## config.mk

```make
export PLATFORM = sky130hd
export DESIGN_NAME = hdmi_pattern_source
export DESIGN_NICKNAME = d
export VERILOG_FILES = /design/src/rtl/hdmi_pkg.sv /design/src/rtl/hdmi_box_mover.sv /design/src/rtl/hdmi_pattern_source.sv
export SDC_FILE = /design/constraint.sdc
export NUM_CORES = 1
export LEC_CHECK = 0
export CAP_MARGIN = 15
export CORE_ASPECT_RATIO = 0.6
export CORE_UTILIZATION = 45
export DETAILED_ROUTE_END_ITERATION = 6
export DONT_BUFFER_PORTS = 1
export GPL_TIMING_DRIVEN = 1
export PLACE_DENSITY = 0.6
export SYNTH_ARGS = -nofsm -noshare
export SYNTH_HDL_FRONTEND = slang
export SYNTH_SLANG_ARGS = --single-unit
```

## constraint.sdc

```tcl
create_clock -name pixclk -period 5.1 [get_ports pixclk]
set_clock_uncertainty 0.05 [all_clocks]
set_input_delay 1.02 -clock pixclk [delete_from_list [all_inputs] [get_ports pixclk]]
set_output_delay 1.02 -clock pixclk [all_outputs]
set_load 0.01 [all_outputs]
```

## src/rtl/hdmi_pkg.sv

```systemverilog
// Shared constants, mode encodings, bar colours and box-axis helper for the HDMI pattern source.
// Latency: n/a (declarations only).
// Backpressure: n/a.
package hdmi_pkg;

   localparam int H_PIXEL_720P = 1280;
   localparam int V_PIXEL_720P = 720;

   // Pixel coordinates and box positions share one width; wide enough for 720p
   // and for the fixed x[10:3] / y[9:2] gradient slices.
   localparam int COORD_W = 12;

   typedef enum logic [2:0] {
      MODE_SOLID    = 3'd0,
      MODE_SPLIT    = 3'd1,
      MODE_BARS     = 3'd2,
      MODE_CHECKER  = 3'd3,
      MODE_GRADIENT = 3'd4,
      MODE_BOX      = 3'd5
   } mode_e;

   typedef struct packed {
      logic [7:0] r;
      logic [7:0] g;
      logic [7:0] b;
   } rgb_t;

   // Index 0 is the leftmost bar: white, yellow, cyan, green, magenta, red, blue, black.
   localparam logic [7:0][23:0] BAR_RGB = {
      24'h000000, 24'h0000FF, 24'hFF0000, 24'hFF00FF,
      24'h00FF00, 24'h00FFFF, 24'hFFFF00, 24'hFFFFFF
   };

   typedef struct packed {
      logic [COORD_W-1:0] pos;
      logic               neg;   // 1 = moving toward 0
   } axis_t;

   // One bounce step: reverse and clamp when the next position would leave [0, lim].
   function automatic axis_t axis_next(input logic [COORD_W-1:0] pos, input logic neg,
                                       input logic [COORD_W-1:0] lim, input logic [COORD_W-1:0] stp);
      axis_t r;
      r.pos = pos;
      r.neg = neg;
      if (!neg) begin
         if (({1'b0, pos} + {1'b0, stp}) > {1'b0, lim}) begin
            r.pos = lim;
            r.neg = 1'b1;
         end else begin
            r.pos = pos + stp;
         end
      end else begin
         if (pos < stp) begin
            r.pos = '0;
            r.neg = 1'b0;
         end else begin
            r.pos = pos - stp;
         end
      end
      return r;
   endfunction

endpackage

```

## src/rtl/hdmi_box_mover.sv

```systemverilog
// Bouncing-box position/direction registers, one bounce step per frame-start strobe.
// Latency: new position visible the cycle after the step strobe.
// Backpressure: none; steps on every strobe.
module hdmi_box_mover
   import hdmi_pkg::*;
#(
   parameter int H_PIXEL  = H_PIXEL_720P,
   parameter int V_PIXEL  = V_PIXEL_720P,
   parameter int BOX_SIZE = 64,
   parameter int BOX_STEP = 2
) (
   input  logic               pixclk,
   input  logic               reset,
   input  logic               step,
   output logic [COORD_W-1:0] box_x,
   output logic [COORD_W-1:0] box_y
);

   localparam logic [COORD_W-1:0] X_MAX = COORD_W'(H_PIXEL - BOX_SIZE);
   localparam logic [COORD_W-1:0] Y_MAX = COORD_W'(V_PIXEL - BOX_SIZE);
   localparam logic [COORD_W-1:0] STP   = COORD_W'(BOX_STEP);

   logic  dir_x;
   logic  dir_y;
   axis_t nx;
   axis_t ny;

   assign nx = axis_next(box_x, dir_x, X_MAX, STP);
   assign ny = axis_next(box_y, dir_y, Y_MAX, STP);

   // Advance both axes once per frame; box starts at the origin heading +x/+y.
   always_ff @(posedge pixclk or posedge reset) begin
      if (reset) begin
         box_x <= '0;
         box_y <= '0;
         dir_x <= 1'b0;
         dir_y <= 1'b0;
      end else if (step) begin
         box_x <= nx.pos;
         dir_x <= nx.neg;
         box_y <= ny.pos;
         dir_y <= ny.neg;
      end
   end

endmodule

```

## src/rtl/hdmi_pattern_source.sv

```systemverilog
// Test-pattern pixel source: linear active-pixel address in, 24-bit RGB out.
// Latency: 2 cycles addr -> RGB (address tracker, then registered pattern mux).
// Backpressure: none; follows the transceiver address every cycle.
module hdmi_pattern_source
   import hdmi_pkg::*;
#(
   parameter int H_PIXEL  = H_PIXEL_720P,
   parameter int V_PIXEL  = V_PIXEL_720P,
   parameter int ADDR_W   = 21,
   parameter int BAR_W    = H_PIXEL / 8,
   parameter int BOX_SIZE = 64,
   parameter int BOX_STEP = 2
) (
   input  logic              pixclk,
   input  logic              reset,
   input  logic [ADDR_W-1:0] addr,
   input  logic [2:0]        mode_sel,
   input  logic              mode_req,
   output logic [7:0]        red,
   output logic [7:0]        green,
   output logic [7:0]        blue,
   output logic [2:0]        active_mode,
   output logic              frame_start,
   output logic [15:0]       frame_cnt,
   output logic              sync_lost
);

   logic [ADDR_W-1:0]  addr_q;
   logic [COORD_W-1:0] x;
   logic [COORD_W-1:0] y;
   logic [COORD_W-1:0] bar_px;
   logic [2:0]         bar_idx;
   logic [2:0]         pend_mode;
   logic               fs_s1;
   logic               is_start;
   logic               is_next;
   logic [COORD_W-1:0] box_x;
   logic [COORD_W-1:0] box_y;
   rgb_t               pix_next;

   // A return to address 0 from anywhere else opens a new frame.
   assign is_start = (addr == '0) && (addr_q != '0);
   assign is_next  = (addr == (addr_q + ADDR_W'(1)));

   hdmi_box_mover #(
      .H_PIXEL  (H_PIXEL),
      .V_PIXEL  (V_PIXEL),
      .BOX_SIZE (BOX_SIZE),
      .BOX_STEP (BOX_STEP)
   ) u_box (
      .pixclk (pixclk),
      .reset  (reset),
      .step   (is_start),
      .box_x  (box_x),
      .box_y  (box_y)
   );

   // Stage 1: track the address into x/y and bar counters; mode and sync state change only at frame start.
   always_ff @(posedge pixclk or posedge reset) begin
      if (reset) begin
         addr_q      <= '0;
         x           <= '0;
         y           <= '0;
         bar_px      <= '0;
         bar_idx     <= '0;
         pend_mode   <= '0;
         active_mode <= '0;
         frame_cnt   <= '0;
         sync_lost   <= 1'b0;
         fs_s1       <= 1'b0;
      end else begin
         addr_q <= addr;
         fs_s1  <= is_start;
         if (mode_req) pend_mode <= mode_sel;
         if (is_start) begin
            x           <= '0;
            y           <= '0;
            bar_px      <= '0;
            bar_idx     <= '0;
            sync_lost   <= 1'b0;
            frame_cnt   <= frame_cnt + 16'd1;
            active_mode <= mode_req ? mode_sel : pend_mode;
         end else if (addr != addr_q) begin
            if (!is_next) begin
               // Discontinuity: freeze the pixel until the next frame start.
               sync_lost <= 1'b1;
            end else if (!sync_lost) begin
               if (x == COORD_W'(H_PIXEL - 1)) begin
                  x       <= '0;
                  y       <= y + COORD_W'(1);
                  bar_px  <= '0;
                  bar_idx <= '0;
               end else begin
                  x <= x + COORD_W'(1);
                  if (bar_px == COORD_W'(BAR_W - 1)) begin
                     bar_px  <= '0;
                     bar_idx <= bar_idx + 3'd1;
                  end else begin
                     bar_px <= bar_px + COORD_W'(1);
                  end
               end
            end
         end
      end
   end

   // Stage 2 select: colour of the tracked pixel under the active mode.
   always_comb begin
      pix_next = '0;
      case (mode_e'(active_mode))
         MODE_SOLID:    pix_next = 24'hFF0000;
         MODE_SPLIT:    pix_next = (y < COORD_W'(V_PIXEL / 2)) ? 24'hFF0000 : 24'h0000FF;
         MODE_BARS:     pix_next = BAR_RGB[bar_idx];
         MODE_CHECKER:  pix_next = (x[5] ^ y[5]) ? 24'hFFFFFF : 24'h000000;
         MODE_GRADIENT: pix_next = {x[10:3], y[9:2], frame_cnt[7:0]};
         MODE_BOX:      pix_next = ((x >= box_x) && (x < box_x + COORD_W'(BOX_SIZE)) &&
                                    (y >= box_y) && (y < box_y + COORD_W'(BOX_SIZE)))
                                   ? 24'hFFFFFF : 24'h000000;
         default:       pix_next = '0;
      endcase
   end

   // Stage 2 register: RGB and the frame_start pulse aligned to pixel 0.
   always_ff @(posedge pixclk or posedge reset) begin
      if (reset) begin
         red         <= '0;
         green       <= '0;
         blue        <= '0;
         frame_start <= 1'b0;
      end else begin
         red         <= pix_next.r;
         green       <= pix_next.g;
         blue        <= pix_next.b;
         frame_start <= fs_s1;
      end
   end

endmodule
```

==> impl_metrics.toml <==
[clock_network]
clockBufferDepth = 2
post_cts_resized = 0
cts_buffers = 17
clk_pin_slew_worst_paths_ps = 60
clock-sinks = 133
clk_latency_ps = 440
postCtsSetupBuffers = 0
cts_tree = "done"
postCtsHoldBufs = 0
h-tree-depth = 4
cts-root-buf = "clkbuf_16"

[grt]
grt-ovfl-total = 0
grt_max_degree = 102
antenna_found_initial = 0
grt_pass1_vias = 7083
track_usage = 0.246
grt_pass1_wl_mm = 39.2

[critical_path]
cp.arrival_ps = 4270
reg2reg_depth = 9
r2r_start = "addr_q[0]$_DFF_PP0_"
rrSetupSlack_ps = 1100
critPathMaxFanout = 28
path_class = "register to register"
r2r_end = "bar_idx[0]$_DFFE_PP0P_"
critPathLaunchType = "register"
crit_path_end_kind = "register"
cp-startpoint = "addr_q[0]$_DFF_PP0_"
required_ps = 5370

[timing]
period_needed_ps = 4000
slew_violations = 0
finalHoldViolCount = 0
finalSetupViolCount = 0
setup_slack_ps = 1100
tightest_slew_ps = 926
final.period_utilization = 0.785
slew_headroom = 0.383
rsz0062_at_grt = "false"
max_freq_mhz = 250
fin_tns_setup_ps = 0

[route]
ant_nets = 0
drt_wl_total_mm = 24.1
wl_per_cell_um = 19.0
vias = 7784
drc = 0
routed_via_density = 6.13
first_pass_iters = 5
drt_iter0_markers = 761

[synthesis]
synth-seq-area-share = 0.372
yosys.cell_types.count = 84
synth.avg_cell_area_um2 = 8.83
syn_area_mm2 = 0.00895
yosysWarnings = 0
syn_inst = 1013
ys_seq_elements = 133
synth.net_count = 1089
synth-edff-count = 0
ys_dominant_reg_cell = "dfrtp_1"
synthArstFlopShare = 1.00

[final_layout]
mostFrequentLayoutCell = "dfrtp_1"
multiInputGateArea_mm2 = 0.00522
fillers = 1793
diodes = 0
final_cell_mix = "dfrtp_1 (133), nand2_1 (106), nand3_1 (61)"
nets = 1066
drive_above_1_share = 0.0768
regArea_mm2 = 0.00333
syn_to_final_growth_pct = 8.74

[floorplanning]
dieArea_mm2 = 0.0205
ios = 72
die_h_um = 111
num_rows = 39
start_util = 0.465
coreArea_mm2 = 0.0192
die_w_um = 184

[worst_hold_path]
min_to = "frame_start$_DFF_PP0_"
min_path_type = "register to register"
hold_path_depth = 0
hp-start = "fs_s1$_DFF_PP0_"

[pwr]
leakagePower_uw = 0.00420
ir_worst_vdd_mv = 0.259
power.density_mw_per_mm2 = 254

[place]
port_buffers = 0
routabilityCongestion = 0.944
dp_hpwl_mm = 17.4
pre_cts_slack_ps = 992

[status]
status = "complete, no violations"

[job]
maxCapViolations = 0
cells by family (layout without fill, tap and decap cells):
logic type	count (synthesis)	after routing	share of synthesized area
buffers and inverters	97	87	0.0446
multiplexers	13	13	0.0159
adder cells (fa/ha/maj)	49	49	0.0685
XOR/XNOR	59	59	0.0578
flip-flops	133	133	0.372
AND/OR/NAND/NOR	409	409	0.244
AO/OA/AOI/OAI	253	253	0.197
where the power goes:
part / switching [uW] / internal [uW] / leakage (uW)
registers: 17.3 / 1070 / 0.00167
clock network: 506 / 776 / 0.000293
logic: 67.9 / 35.0 / 0.00223
total: 591 / 1880 / 0.00420
sequential cells by signal (all words and copies together) (netlist names), 3 cells and up:
signal / cells
addr_q: 21
frame_cnt: 16
bar_px: 12
x: 12
y: 12
u_box.box_x: 11
u_box.box_y: 11
blue: 8
green: 8
red: 8
active_mode: 3
bar_idx: 3
pend_mode: 3
per-stage QoR:
| stage | hold WS [ps] | total power, uW | instances | instance area, um2 | utilization |
|---|---|---|---|---|---|
| floorplan | 281 | 1180 | 1013 | 8950 | - |
| global placement | 290 | 1200 | 1237 | 9120 | 0.474 |
| detailed placement | 291 | 1200 | 1237 | 9120 | 0.474 |
| CTS | 304 | 2490 | 1269 | 9730 | 0.506 |
| global route | 316 | 2550 | 1269 | 9730 | 0.506 |
| finish | 300 | 2470 | 1269 | 9730 | 0.506 |
metal layers:
metal / global-route usage / vias up / part of all wire
met4: 0.0600 / 0 / 0.0081
met3: 0.0713 / 14 / 0.079
met1: 0.403 / 3739 / 0.54
met5: 0 / - / 0
met2: 0.299 / 290 / 0.37
li1: - / 3741 / -
worst max-delay path by stage:
stage	slack, ps	end
floorplan	480	active_mode[0]$_DFFE_PP0P_
global placement	1130	bar_idx[0]$_DFFE_PP0P_
detailed placement	990	bar_idx[0]$_DFFE_PP0P_
CTS	1120	bar_idx[0]$_DFFE_PP0P_
global route	880	bar_idx[0]$_DFFE_PP0P_
finish	1100	bar_idx[0]$_DFFE_PP0P_
cell usage after synthesis, types with 4 or more instances:
| master | instances | share of area |
|---|---|---|
| a211o_1 | 10 | 0.0098 |
| a211oi_1 | 8 | 0.0067 |
| a21o_1 | 14 | 0.012 |
| a21oi_1 | 51 | 0.029 |
| a221oi_1 | 4 | 0.0039 |
| a31o_2 | 5 | 0.0049 |
| a31oi_1 | 18 | 0.013 |
| and2_1 | 6 | 0.0042 |
| and3_1 | 28 | 0.020 |
| and4_1 | 10 | 0.0098 |
| buf_2 | 10 | 0.0056 |
| clkbuf_1 | 34 | 0.014 |
| dfrtp_1 | 133 | 0.37 |
| ha_1 | 49 | 0.069 |
| inv_1 | 43 | 0.018 |
| mux2_2 | 10 | 0.013 |
| nand2_1 | 106 | 0.044 |
| nand2b_1 | 6 | 0.0042 |
| nand3_1 | 61 | 0.034 |
| nand4_1 | 26 | 0.018 |
| nand4b_1 | 4 | 0.0039 |
| nor2_1 | 53 | 0.022 |
| nor2b_1 | 8 | 0.0056 |
| nor3_1 | 26 | 0.015 |
| nor4_1 | 22 | 0.015 |
| nor4_2 | 4 | 0.0056 |
| nor4b_1 | 4 | 0.0039 |
| o211ai_1 | 15 | 0.013 |
| o21a_1 | 17 | 0.014 |
| o21ai_0 | 46 | 0.026 |
| o22ai_1 | 6 | 0.0042 |
| o31ai_1 | 7 | 0.0059 |
| o41ai_1 | 4 | 0.0039 |
| or3_1 | 15 | 0.010 |
| or4_1 | 16 | 0.013 |
| xnor2_1 | 45 | 0.044 |
| xor2_1 | 14 | 0.014 |
critical path: stages (launching register included):
cell	delay [ps]
dfrtp_1	500
ha_1	350
nand3_1	290
nor2_1	280
a31oi_1	120
or3_4	420
nor4_2	330
nand4b_2	620
o21ai_2	530
mux2_2	380
layout make-up:
| type | count | area share |
|---|---|---|
| flip-flops and latches | 133 | 0.342 |
| multi-input cells | 783 | 0.537 |
| clock inverters | 13 | 0.0177 |
| clock buffers | 19 | 0.0445 |
| well taps | 266 | 0.0342 |
| repair buffers | 8 | 0.00617 |
| inverters | 47 | 0.0186 |
No activity file was read; power rests on OpenSTA's default activity.
